--- config.mk ---
export PLATFORM = sky130hd
export DESIGN_NAME = icache_flat
export DESIGN_NICKNAME = d
export VERILOG_FILES = /design/src/rtl/icache_pkg.sv /design/src/rtl/icache_if.sv /design/src/rtl/icache_array.sv /design/src/rtl/icache.sv /design/src/flat_wrapper.sv
export SDC_FILE = /design/constraint.sdc
export NUM_CORES = 2
export LEC_CHECK = 0
export ABC_AREA = 0
export CORE_MARGIN = 2
export CORE_UTILIZATION = 31
export DETAILED_ROUTE_END_ITERATION = 16
export HOLD_SLACK_MARGIN = 0.02
export PLACE_DENSITY = 0.44
export SLEW_MARGIN = 20
export SYNTH_ARGS = -nofsm -noshare
export SYNTH_HDL_FRONTEND = slang
export SYNTH_SLANG_ARGS = --single-unit
--- constraint.sdc ---
create_clock -name clk -period 19.85 [get_ports clk]
set_input_delay 5.955 -clock clk [delete_from_list [all_inputs] [get_ports clk]]
set_output_delay 5.955 -clock clk [all_outputs]
set_load 0.05 [all_outputs]
--- src/rtl/icache_pkg.sv ---
// Shared definitions for the instruction cache: data width, FSM state codes
// and a small address helper.
package icache_pkg;

    localparam int XLEN = 32;

    typedef enum logic [0:0] {
        IC_IDLE     = 1'b0,
        IC_WAIT_MEM = 1'b1
    } ic_state_t;

    function automatic logic [XLEN-1:0] word_align(input logic [XLEN-1:0] addr);
        return {addr[XLEN-1:2], 2'b00};
    endfunction

endpackage

--- src/rtl/icache_if.sv ---
// Fetch-side and memory-controller-side signals of the instruction cache.
// The cache uses the slave modport; fetch stage plus memory controller use master.
interface icache_if;
    import icache_pkg::*;

    logic            fetch_req;
    logic [XLEN-1:0] fetch_pc;
    logic            fetch_clear;
    logic [XLEN-1:0] ins_out;
    logic            ins_valid;
    logic [XLEN-1:0] ins_pc;
    logic            busy;
    logic            ic_flag;
    logic [XLEN-1:0] ins_addr;
    logic            ic_enable;
    logic [XLEN-1:0] ins;
    logic            ins_rdy;

    modport slave (
        input  fetch_req, fetch_pc, fetch_clear, ic_enable, ins, ins_rdy,
        output ins_out, ins_valid, ins_pc, busy, ic_flag, ins_addr
    );

    modport master (
        output fetch_req, fetch_pc, fetch_clear, ic_enable, ins, ins_rdy,
        input  ins_out, ins_valid, ins_pc, busy, ic_flag, ins_addr
    );

endinterface

--- src/rtl/icache_array.sv ---
// Valid/tag/data storage: combinational lookup port, synchronous fill port,
// valid bits cleared synchronously on rst.
module icache_array
    import icache_pkg::*;
#(
    parameter  int INDEX_BITS = 6,
    localparam int TAG_BITS   = XLEN - INDEX_BITS - 2,
    localparam int LINES      = 1 << INDEX_BITS
) (
    input  logic                  clk,
    input  logic                  rst,
    input  logic [INDEX_BITS-1:0] rd_idx,
    input  logic [TAG_BITS-1:0]   rd_tag,
    output logic                  rd_hit,
    output logic [XLEN-1:0]       rd_word,
    input  logic                  we,
    input  logic [INDEX_BITS-1:0] wr_idx,
    input  logic [TAG_BITS-1:0]   wr_tag,
    input  logic [XLEN-1:0]       wr_word
);

    logic [LINES-1:0]    valid_reg;
    logic [LINES-1:0]    line_set;
    logic [TAG_BITS-1:0] tag_mem  [LINES];
    logic [XLEN-1:0]     data_mem [LINES];

    genvar gi;
    generate
        for (gi = 0; gi < LINES; gi++) begin : g_line_set
            assign line_set[gi] = we && (wr_idx == INDEX_BITS'(gi));
        end
    endgenerate

    always_ff @(posedge clk) begin
        if (rst) begin
            valid_reg <= '0;
        end else begin
            valid_reg <= valid_reg | line_set;
        end
    end

    // Tag and data need no reset: a line is only consulted once its valid bit is set.
    always_ff @(posedge clk) begin
        if (we) begin
            tag_mem[wr_idx]  <= wr_tag;
            data_mem[wr_idx] <= wr_word;
        end
    end

    assign rd_hit  = valid_reg[rd_idx] && (tag_mem[rd_idx] == rd_tag);
    assign rd_word = data_mem[rd_idx];

endmodule

--- src/rtl/icache.sv ---
// Direct-mapped, one-word-per-line instruction cache: 1-cycle hits, single
// word-read to the memory controller on a miss, then fill and return.
module icache
    import icache_pkg::*;
#(
    parameter int INDEX_BITS = 6
) (
    input  logic     clk,
    input  logic     rst,
    input  logic     rdy,
    icache_if.slave  io
);

    localparam int TAG_BITS = XLEN - INDEX_BITS - 2;

    ic_state_t       state_reg;
    logic [XLEN-1:0] miss_pc_reg;
    logic            drop_reg;
    logic [XLEN-1:0] ins_out_reg;
    logic            ins_valid_reg;
    logic [XLEN-1:0] ins_pc_reg;
    logic            busy_reg;
    logic            ic_flag_reg;
    logic [XLEN-1:0] ins_addr_reg;

    logic            rd_hit;
    logic [XLEN-1:0] rd_word;
    logic            fill_we;

    // Controller-idle status is informational; requests are issued regardless.
    logic unused_ok;
    assign unused_ok = &{1'b0, io.ic_enable};

    assign fill_we = rdy && !rst && (state_reg == IC_WAIT_MEM) && io.ins_rdy;

    icache_array #(
        .INDEX_BITS (INDEX_BITS)
    ) u_array (
        .clk     (clk),
        .rst     (rst),
        .rd_idx  (io.fetch_pc[INDEX_BITS+1:2]),
        .rd_tag  (io.fetch_pc[XLEN-1:INDEX_BITS+2]),
        .rd_hit  (rd_hit),
        .rd_word (rd_word),
        .we      (fill_we),
        .wr_idx  (miss_pc_reg[INDEX_BITS+1:2]),
        .wr_tag  (miss_pc_reg[XLEN-1:INDEX_BITS+2]),
        .wr_word (io.ins)
    );

    always_ff @(posedge clk) begin
        if (rst) begin
            state_reg     <= IC_IDLE;
            miss_pc_reg   <= '0;
            drop_reg      <= 1'b0;
            ins_out_reg   <= '0;
            ins_valid_reg <= 1'b0;
            ins_pc_reg    <= '0;
            busy_reg      <= 1'b0;
            ic_flag_reg   <= 1'b0;
            ins_addr_reg  <= '0;
        end else if (rdy) begin
            ins_valid_reg <= 1'b0;
            ic_flag_reg   <= 1'b0;
            case (state_reg)
                IC_IDLE: begin
                    if (io.fetch_req && !io.fetch_clear) begin
                        if (rd_hit) begin
                            ins_valid_reg <= 1'b1;
                            ins_out_reg   <= rd_word;
                            ins_pc_reg    <= io.fetch_pc;
                        end else begin
                            ic_flag_reg  <= 1'b1;
                            ins_addr_reg <= word_align(io.fetch_pc);
                            busy_reg     <= 1'b1;
                            miss_pc_reg  <= io.fetch_pc;
                            state_reg    <= IC_WAIT_MEM;
                        end
                    end
                end
                IC_WAIT_MEM: begin
                    if (io.fetch_clear) begin
                        drop_reg <= 1'b1;
                    end
                    // A flush in the return cycle itself still suppresses delivery.
                    if (io.ins_rdy) begin
                        ins_valid_reg <= !(drop_reg || io.fetch_clear);
                        ins_out_reg   <= io.ins;
                        ins_pc_reg    <= miss_pc_reg;
                        busy_reg      <= 1'b0;
                        drop_reg      <= 1'b0;
                        state_reg     <= IC_IDLE;
                    end
                end
                default: state_reg <= IC_IDLE;
            endcase
        end
    end

    assign io.ins_out   = ins_out_reg;
    assign io.ins_valid = ins_valid_reg;
    assign io.ins_pc    = ins_pc_reg;
    assign io.busy      = busy_reg;
    assign io.ic_flag   = ic_flag_reg;
    assign io.ins_addr  = ins_addr_reg;

endmodule

--- src/flat_wrapper.sv ---
// flat-port wrapper written by rule: the top's interface ports become plain ports
module icache_flat import icache_pkg::*;
#(
    parameter int INDEX_BITS = 6
)
  (clk, rst, rdy, io_fetch_req, io_fetch_pc, io_fetch_clear, io_ic_enable, io_ins, io_ins_rdy, io_ins_out, io_ins_valid, io_ins_pc, io_busy, io_ic_flag, io_ins_addr);
  icache_if io_i ();
  input  logic clk;
  input  logic rst;
  input  logic rdy;
  input wire logic [$bits(io_i.fetch_req)-1:0] io_fetch_req;
  input wire logic [$bits(io_i.fetch_pc)-1:0] io_fetch_pc;
  input wire logic [$bits(io_i.fetch_clear)-1:0] io_fetch_clear;
  input wire logic [$bits(io_i.ic_enable)-1:0] io_ic_enable;
  input wire logic [$bits(io_i.ins)-1:0] io_ins;
  input wire logic [$bits(io_i.ins_rdy)-1:0] io_ins_rdy;
  output wire logic [$bits(io_i.ins_out)-1:0] io_ins_out;
  output wire logic [$bits(io_i.ins_valid)-1:0] io_ins_valid;
  output wire logic [$bits(io_i.ins_pc)-1:0] io_ins_pc;
  output wire logic [$bits(io_i.busy)-1:0] io_busy;
  output wire logic [$bits(io_i.ic_flag)-1:0] io_ic_flag;
  output wire logic [$bits(io_i.ins_addr)-1:0] io_ins_addr;
  assign io_i.fetch_req = io_fetch_req;
  assign io_i.fetch_pc = io_fetch_pc;
  assign io_i.fetch_clear = io_fetch_clear;
  assign io_i.ic_enable = io_ic_enable;
  assign io_i.ins = io_ins;
  assign io_i.ins_rdy = io_ins_rdy;
  assign io_ins_out = io_i.ins_out;
  assign io_ins_valid = io_i.ins_valid;
  assign io_ins_pc = io_i.ins_pc;
  assign io_busy = io_i.busy;
  assign io_ic_flag = io_i.ic_flag;
  assign io_ins_addr = io_i.ins_addr;
  icache #(.INDEX_BITS(INDEX_BITS)) u_core (.clk(clk), .rst(rst), .rdy(rdy), .io(io_i));
endmodule
# Word-level counts from Yosys, hierarchy flattened
# Memories as Yosys holds them, arrays and structs flattened.
# Cells that the tools add are included.
[op_classes] n_eq_ne=68 n_reduce_logical=79 n_lt_le_gt_ge=1 muxes=27 n_bitwise=3
[op_table] operator="$eq 6x6->1 const B" count=32
[op_table] operator="$mux 32" count=6
[op_table] operator="$pmux 32 s2" count=2
[op_table] operator="$eq 6x5->1 const B" count=16
[op_table] operator="$logic_and 1x1->1" count=69
[op_table] operator="$or 64x64->64" count=1
[op_table] operator="$eq 6x4->1 const B" count=8
[op_table] operator="$eq 24x24->1" count=1
[op_table] operator="$eq 6x3->1 const B" count=4
[op_table] operator="$mux 1" count=15
[op_table] operator="$eq 6x2->1 const B" count=2
[op_table] operator="$reduce_and 4->1" count=3
[op_table] operator="$lt 6x7->1 const B" count=1
[op_table] operator="$bmux 1 s6" count=1
[op_table] operator="$eq 6x1->1 const B" count=1
[op_table] operator="$logic_not 6->1" count=1
[op_table] operator="$pmux 1 s2" count=3
[op_table] operator="$ne 2x1->1 const B" count=2
[op_table] operator="$ne 2x2->1 const B" count=2
[op_table] operator="$logic_not 1->1" count=3
[op_table] operator="$reduce_and 3->1" count=1
[op_table] operator="$not 1->1" count=2
[op_table] operator="$reduce_bool 2->1" count=1
[op_table] operator="$logic_or 1x1->1" count=1
[word_totals] ram_bits=3584 register_bits=195 out_inout_bits=99 n_memories=2
[memory_table] memory="u_core.u_array.data_mem" depth=64 width=32 rd=1 rd_clocked_by_memory_dff=0 write_ports=1 line="icache_array.sv:25" rtl="logic [XLEN-1:0] data_mem [LINES];"
[memory_table] memory="u_core.u_array.tag_mem" depth=64 width=24 rd=1 rd_clocked_by_memory_dff=0 write_ports=1 line="icache_array.sv:24" rtl="logic [TAG_BITS-1:0] tag_mem [LINES];"

# Longest topological paths before layout
[depth] ltp_word=6 mapped_depth=18 depth_no_buf=10

# Hierarchy
# From an unflattened synthesis, not the netlist that was laid out.
[unflattened] hier_cells=6548 area_unflattened_um2=144441.0
[modules_own_cells] mod="icache_array" area_each_um2=139287.3 cells_each=5978 instances=1
[modules_own_cells] mod="icache" area_each_um2=5153.7 cells_each=570 instances=1

# Worst setup path after synthesis
# Ideal clock, no wire load.
[synth_path] path_kind="input to register" from="in rdy" to="mem u_core.u_array.data_mem[62][0], enable pin" t_arrival_ps=11005 path_slack_ps=8304 path_stages=5 required_time_ps=19309 path_buffers=1 path_cell_list="clkbuf_1 -> and3_1 -> nor2b_1 -> nand3_1 -> nor3_1"
[synth_via] elab_chain_len=5
[synth_rtl] item="from (decl)" line="flat_wrapper.sv:10" rtl="input logic rdy;"
[synth_rtl] item="$logic_and 1x1->1 (3 in series)" line="icache.sv:34" rtl="assign fill_we = rdy && !rst && (state_reg == IC_WAIT_MEM) && io.ins_rdy;"
[synth_rtl] item="$mux 1" line="icache_array.sv:44" rtl="if (we) begin"
[synth_rtl] item="$mux 1 (implied by the code)" line="icache_array.sv:46" rtl="data_mem[wr_idx] <= wr_word;"
[synth_rtl] item="to (decl)" line="icache_array.sv:25"
# Every way passes these cells.

# Worst setup path in the final report
[layout_path] from="in io_fetch_pc[2]" to="reg u_core.ins_out_reg[7] (netlist: u_core.io.ins_out[7])"
[layout_via] elab_chain_len=5 elab_cells_between_ends=11 classes_between="2 x eq/ne; 5 x mux; 2 x reduce/logical; 2 x memory"
[layout_rtl] item="from (decl)" line="flat_wrapper.sv:12" rtl="input wire logic [$bits(io_i.fetch_pc)-1:0] io_fetch_pc;"
[layout_rtl] item="$mem_v2 64x24 / $bmux 1 s6 (equally long branches)"
[layout_rtl] item="$eq 24x24->1 / $mux 1 (equally long branches)" line="icache_array.sv:50" rtl="assign rd_hit = valid_reg[rd_idx] && (tag_mem[rd_idx] == rd_tag);"
[layout_rtl] item="$logic_and 1x1->1" line="icache_array.sv:50"
[layout_rtl] item="$ne 2x1->1 (no source line)"
[layout_rtl] item="$reduce_and 4->1 (no source line)"
[layout_rtl] item="to (signal assigned)" line="icache.sv:70" rtl="ins_out_reg <= rd_word;"
[layout_rtl] item="to (signal assigned)" line="icache.sv:88" rtl="ins_out_reg <= io.ins;"
[layout_rtl] item="to (decl)" line="icache.sv:19" rtl="logic [XLEN-1:0] ins_out_reg;"
# Several ways; a longest one is shown, not always the timed one. The select of a mux whose other input is x is not followed.
# A chain may end at the register's enable or synchronous reset.

==> metrics.log <==
[metrics] # nets final: between 7,000 and 8,000
[metrics] setup repair after global routing missed its margin: no
[metrics] peak clock frequency supported by timing: 84.2 MHz
[metrics] cell count after synthesis: roughly 6,500
[metrics] std cell rows: 251
[metrics] number of flops mapped to enable cells by yosys: 3,584
[metrics] count of unique library cells instantiated by Yosys: between 60 and 70
[metrics] worst stage delay on the critical path: slightly above 700 ps
[metrics] clock tree from TritonCTS: done
[metrics] master cell of the clock root buffer: sky130_fd_sc_hd__clkbuf_16
[metrics] placeable core region: 0.467 mm2
[metrics] CP Depth: 15
[metrics] overall routed net length: 482 mm
[metrics] sum of negative setup slack: 0 ps
[metrics] static power due to leakage: slightly above 50 nW
[metrics] final routed DRC violation total: 0
[metrics] maximum fanout encountered on the critical timing path: between 90 and 100
[metrics] Die W: about 690 um
[metrics] final hold vios: 0
[metrics] final critical-path share of the clock period: 0.599
[metrics] Num CTS Buffers: between 400 and 500
[metrics] netlist area before placement: around 0.15 mm2
[metrics] final cell area excluding filler cells: roughly 0.17 mm2
[metrics] number of register bits inferred by synthesis: about 3,700
[metrics] Overflow after GRT: 0
[metrics] number of max-slew violations in the final report: 0
[metrics] type of the worst setup path: input pin to flop
[metrics] number of flip-flops in the largest register: 2,048
[metrics] number of sinks on the clock net: ~3,700
[metrics] CP Cell Sequence: buf_16 > buf_4 > buf_12 > buf_4 > mux4_2 > mux2i_1 > o22ai_1 > a2111oi_0 > nand3_1 > xnor2_1 > nand2_1 > nor4_4 > a41oi_4 > buf_12 > mux2_1
[metrics] largest delay contributor family on the critical path: buffers and inverters
[metrics] internal power contribution: ~13 mW
[metrics] later-pin clock latency in the skew report: between 900 and 1000 ps
[metrics] # hold bufs at CTS: 0
[metrics] routed length per placed instance: 35.7 um
[metrics] switching share of power: 0.216
[metrics] Via density: 5.32
[metrics] critical path endpoint category: flop
[metrics] fraction of layout instances using a drive strength above 1: 0.278
[metrics] worst reg2reg path endpoint: u_core.u_array.data_mem[31][20]
[metrics] top-level port count: 170
[metrics] number of DRC markers after the initial detailed-route iteration: 9,472
[metrics] post_cts resized: 0
[metrics] buffering stage count on the worst path with inverters included: 5
[metrics] number of global-route vias before repair: about 72,000
[metrics] overall fraction of global-route tracks in use: 0.200
[metrics] IR Drop Worst-Case VDD: slightly below 0.07 mV
[metrics] slowest cell on the critical path: sky130_fd_sc_hd__buf_4
[metrics] outcome: finished clean
[metrics] Gate power share: 0.045
[metrics] pin count of the biggest net entering global routing: 99
[metrics] commonest cells after routing, fill and taps aside: sky130_fd_sc_hd__edfxtp_1, sky130_fd_sc_hd__mux4_2, sky130_fd_sc_hd__clkbuf_16, sky130_fd_sc_hd__mux2i_1, sky130_fd_sc_hd__buf_4
[metrics] flop2flop setup slack: 14,670 ps
[metrics] number of vias after detailed routing: roughly 70,000
[metrics] clock input transition at the sequential cells of the worst setup and hold paths: 60 ps
[metrics] endpoint required time on the critical path: slightly above 20,000 ps
[metrics] number of buffer cells added on primary ports: ~170
[metrics] instance area at placement: 0.155 mm2
[metrics] Layout Skew: about 59 ps
[metrics] overall die area: about 0.47 mm2
[metrics] y dimension of the die: about 700 um
[metrics] net switching power of the design: about 3.6 mW
[metrics] number of buffers between clock root and the deepest sink: 4
[metrics] CP Capture Point: u_core.io.ins_out[7]
[metrics] sequential share of power: 0.515
[metrics] final worst hold slack: 470 ps
[metrics] Initial Utilization: 0.311
[metrics] first drt pass iteration count: 6
[metrics] worst slew margin relative to its limit: 0.196
[metrics] DP Wirelength: 265 mm
[metrics] Final min period: 11,880 ps
[metrics] Worst setup startpoint: io_fetch_pc[2]
[metrics] transition at the pin with the smallest max-transition slack: ~1200 ps
[metrics] global-route wire length before repair: about 640 mm
[metrics] share of synthesized registers carrying an async set or reset: 0
[metrics] area grow syn2layout: 15.7%
[metrics] number of levels the H-tree was split into: 5
[metrics] cell count of the worst reg-to-reg path: 7
[metrics] Post-CTS Repair Setup Buffers: 0
[metrics] Post-DRT Antenna Nets: 0
[metrics] kind of launch point of the worst setup path: input pin
[metrics] number of maximum-capacitance constraint violations: 0
[metrics] register area share after synthesis: 0.765
[metrics] main flop type after synthesis: sky130_fd_sc_hd__edfxtp_1
[metrics] RR Startpoint: u_core.state_reg
[metrics] antenna violations before repair: 50
[metrics] average instance area after synthesis: approximately 22 um2
[metrics] proportion of power drawn by the clock network: 0.441
[metrics] gp weighted congestion: 0.762
[metrics] worst hold path type: flop to flop
[metrics] critical path data arrival time: 12,700 ps
[metrics] most common library cell in the layout ignoring fill and taps: sky130_fd_sc_hd__edfxtp_1
[metrics] total of warnings raised by yosys: 0
[metrics] power density over cell area: 100 mW/mm2
[metrics] final setup fails: 0
-- worst min path at each step --
stage,startpoint,to,depth (start not counted)
3_3_place_gp,u_core.u_array.valid_reg[54],u_core.u_array.valid_reg[54],2
4_1_cts,u_core.u_array.valid_reg[46],u_core.u_array.valid_reg[46],2
3_5_place_dp,u_core.u_array.valid_reg[46],u_core.u_array.valid_reg[46],2
2_1_floorplan,u_core.u_array.valid_reg[28],u_core.u_array.valid_reg[28],2
5_1_grt,u_core.u_array.valid_reg[46],u_core.u_array.valid_reg[46],2
6_report,u_core.u_array.valid_reg[36],u_core.u_array.valid_reg[36],2
-- power groups by stage --
stage | logic, mW | clock network [mW] | registers, mW
after floorplan | 0.430 | 0 | 8.84
after global placement | 0.754 | 0 | 8.82
after detailed placement | 0.761 | 0 | 8.82
after CTS | 0.763 | 7.56 | 8.65
after global routing | 0.797 | 7.87 | 8.65
final | 0.749 | 7.41 | 8.65
-- cell usage after synthesis, types with 4 or more instances --
library cell	count	share of area
sky130_fd_sc_hd__edfxtp_1	3584	0.74
sky130_fd_sc_hd__mux4_2	978	0.15
sky130_fd_sc_hd__mux2i_1	329	0.023
sky130_fd_sc_hd__nor2_1	260	0.0067
sky130_fd_sc_hd__dfxtp_1	165	0.023
sky130_fd_sc_hd__clkbuf_1	115	0.0030
sky130_fd_sc_hd__buf_2	108	0.0037
sky130_fd_sc_hd__nor2b_1	95	0.0041
sky130_fd_sc_hd__a22oi_1	94	0.0049
sky130_fd_sc_hd__buf_4	93	0.0048
sky130_fd_sc_hd__nand2b_1	84	0.0036
sky130_fd_sc_hd__nand2_1	80	0.0021
sky130_fd_sc_hd__a21oi_1	60	0.0021
sky130_fd_sc_hd__buf_1	55	0.0014
sky130_fd_sc_hd__nand3_1	52	0.0018
sky130_fd_sc_hd__mux2_4	38	0.0039
sky130_fd_sc_hd__mux2_2	34	0.0026
sky130_fd_sc_hd__o22ai_1	29	0.0013
sky130_fd_sc_hd__nor3_1	23	0.00079
sky130_fd_sc_hd__buf_6	20	0.0016
sky130_fd_sc_hd__a31oi_1	17	0.00073
sky130_fd_sc_hd__a211oi_1	16	0.00083
sky130_fd_sc_hd__o21ai_0	16	0.00055
sky130_fd_sc_hd__and2_1	15	0.00065
sky130_fd_sc_hd__o221ai_1	13	0.00078
sky130_fd_sc_hd__a22o_1	12	0.00072
sky130_fd_sc_hd__and3_1	12	0.00052
sky130_fd_sc_hd__xnor2_1	12	0.00072
sky130_fd_sc_hd__nand4_1	10	0.00043
sky130_fd_sc_hd__xor2_1	9	0.00054
sky130_fd_sc_hd__a221oi_1	8	0.00048
sky130_fd_sc_hd__nor4_1	8	0.00035
sky130_fd_sc_hd__a2111oi_0	7	0.00042
sky130_fd_sc_hd__or2_2	7	0.00030
sky130_fd_sc_hd__mux2_1	6	0.00047
sky130_fd_sc_hd__o211ai_1	5	0.00026
sky130_fd_sc_hd__or3_1	5	0.00022
sky130_fd_sc_hd__and4_1	4	0.00024
sky130_fd_sc_hd__nand3b_1	4	0.00021
sky130_fd_sc_hd__nor3b_1	4	0.00021
-- per-stage QoR --
stage / std cells / power [mW] / setup slack, ps / utilization
floorplan: 6533 / 9.27 / 8300 / -
global placement: 12777 / 9.57 / 6460 / 0.332
detailed placement: 12778 / 9.58 / 6760 / 0.332
CTS: 13516 / 17.0 / 7790 / 0.360
global route: 13518 / 17.3 / 7650 / 0.360
finish: 13522 / 16.8 / 7970 / 0.360
-- logic make-up (layout without fill, tap and decap cells) --
kind of cell    after synthesis  after routing  share of synthesized area
flops                      3749           3749                      0.765
xor+xnor                     21             21                    0.00127
buf+inv                     397           1183                     0.0146
compound gates              306            306                     0.0148
other cells                   1              7                  0.0000259
mux                        1385           1385                      0.182
simple gates                673            673                     0.0229
-- worst reg2reg max path: stages, from the launching register on --
cell and delay [ps]:
sky130_fd_sc_hd__dfxtp_4 490, sky130_fd_sc_hd__and3_1 550, sky130_fd_sc_hd__nor2b_1 620, sky130_fd_sc_hd__and2_1 290, sky130_fd_sc_hd__nand3_1 540, sky130_fd_sc_hd__nor2_4 650, sky130_fd_sc_hd__buf_4 750, sky130_fd_sc_hd__buf_4 790
-- final cells by class --
cell class	count	area (um2)
fill	42963	299000
sequential	3749	111000
tap	6198	7750
timing repair buffer	439	3760
clock buffer	527	10900
antenna	5	12.5
multi-input combinational	2387	32500
clock inverter	211	1920
inverter	6	25.0
-- per-layer routing --
metal,vias to the layer above,wire [um],GRT usage
li1,28392,-,-
met1,40096,206000,0.280
met2,2849,232000,0.329
met3,579,32100,0.0305
met4,0,12100,0.0482
met5,-,0,0
Power figures use the tool's default switching activity.
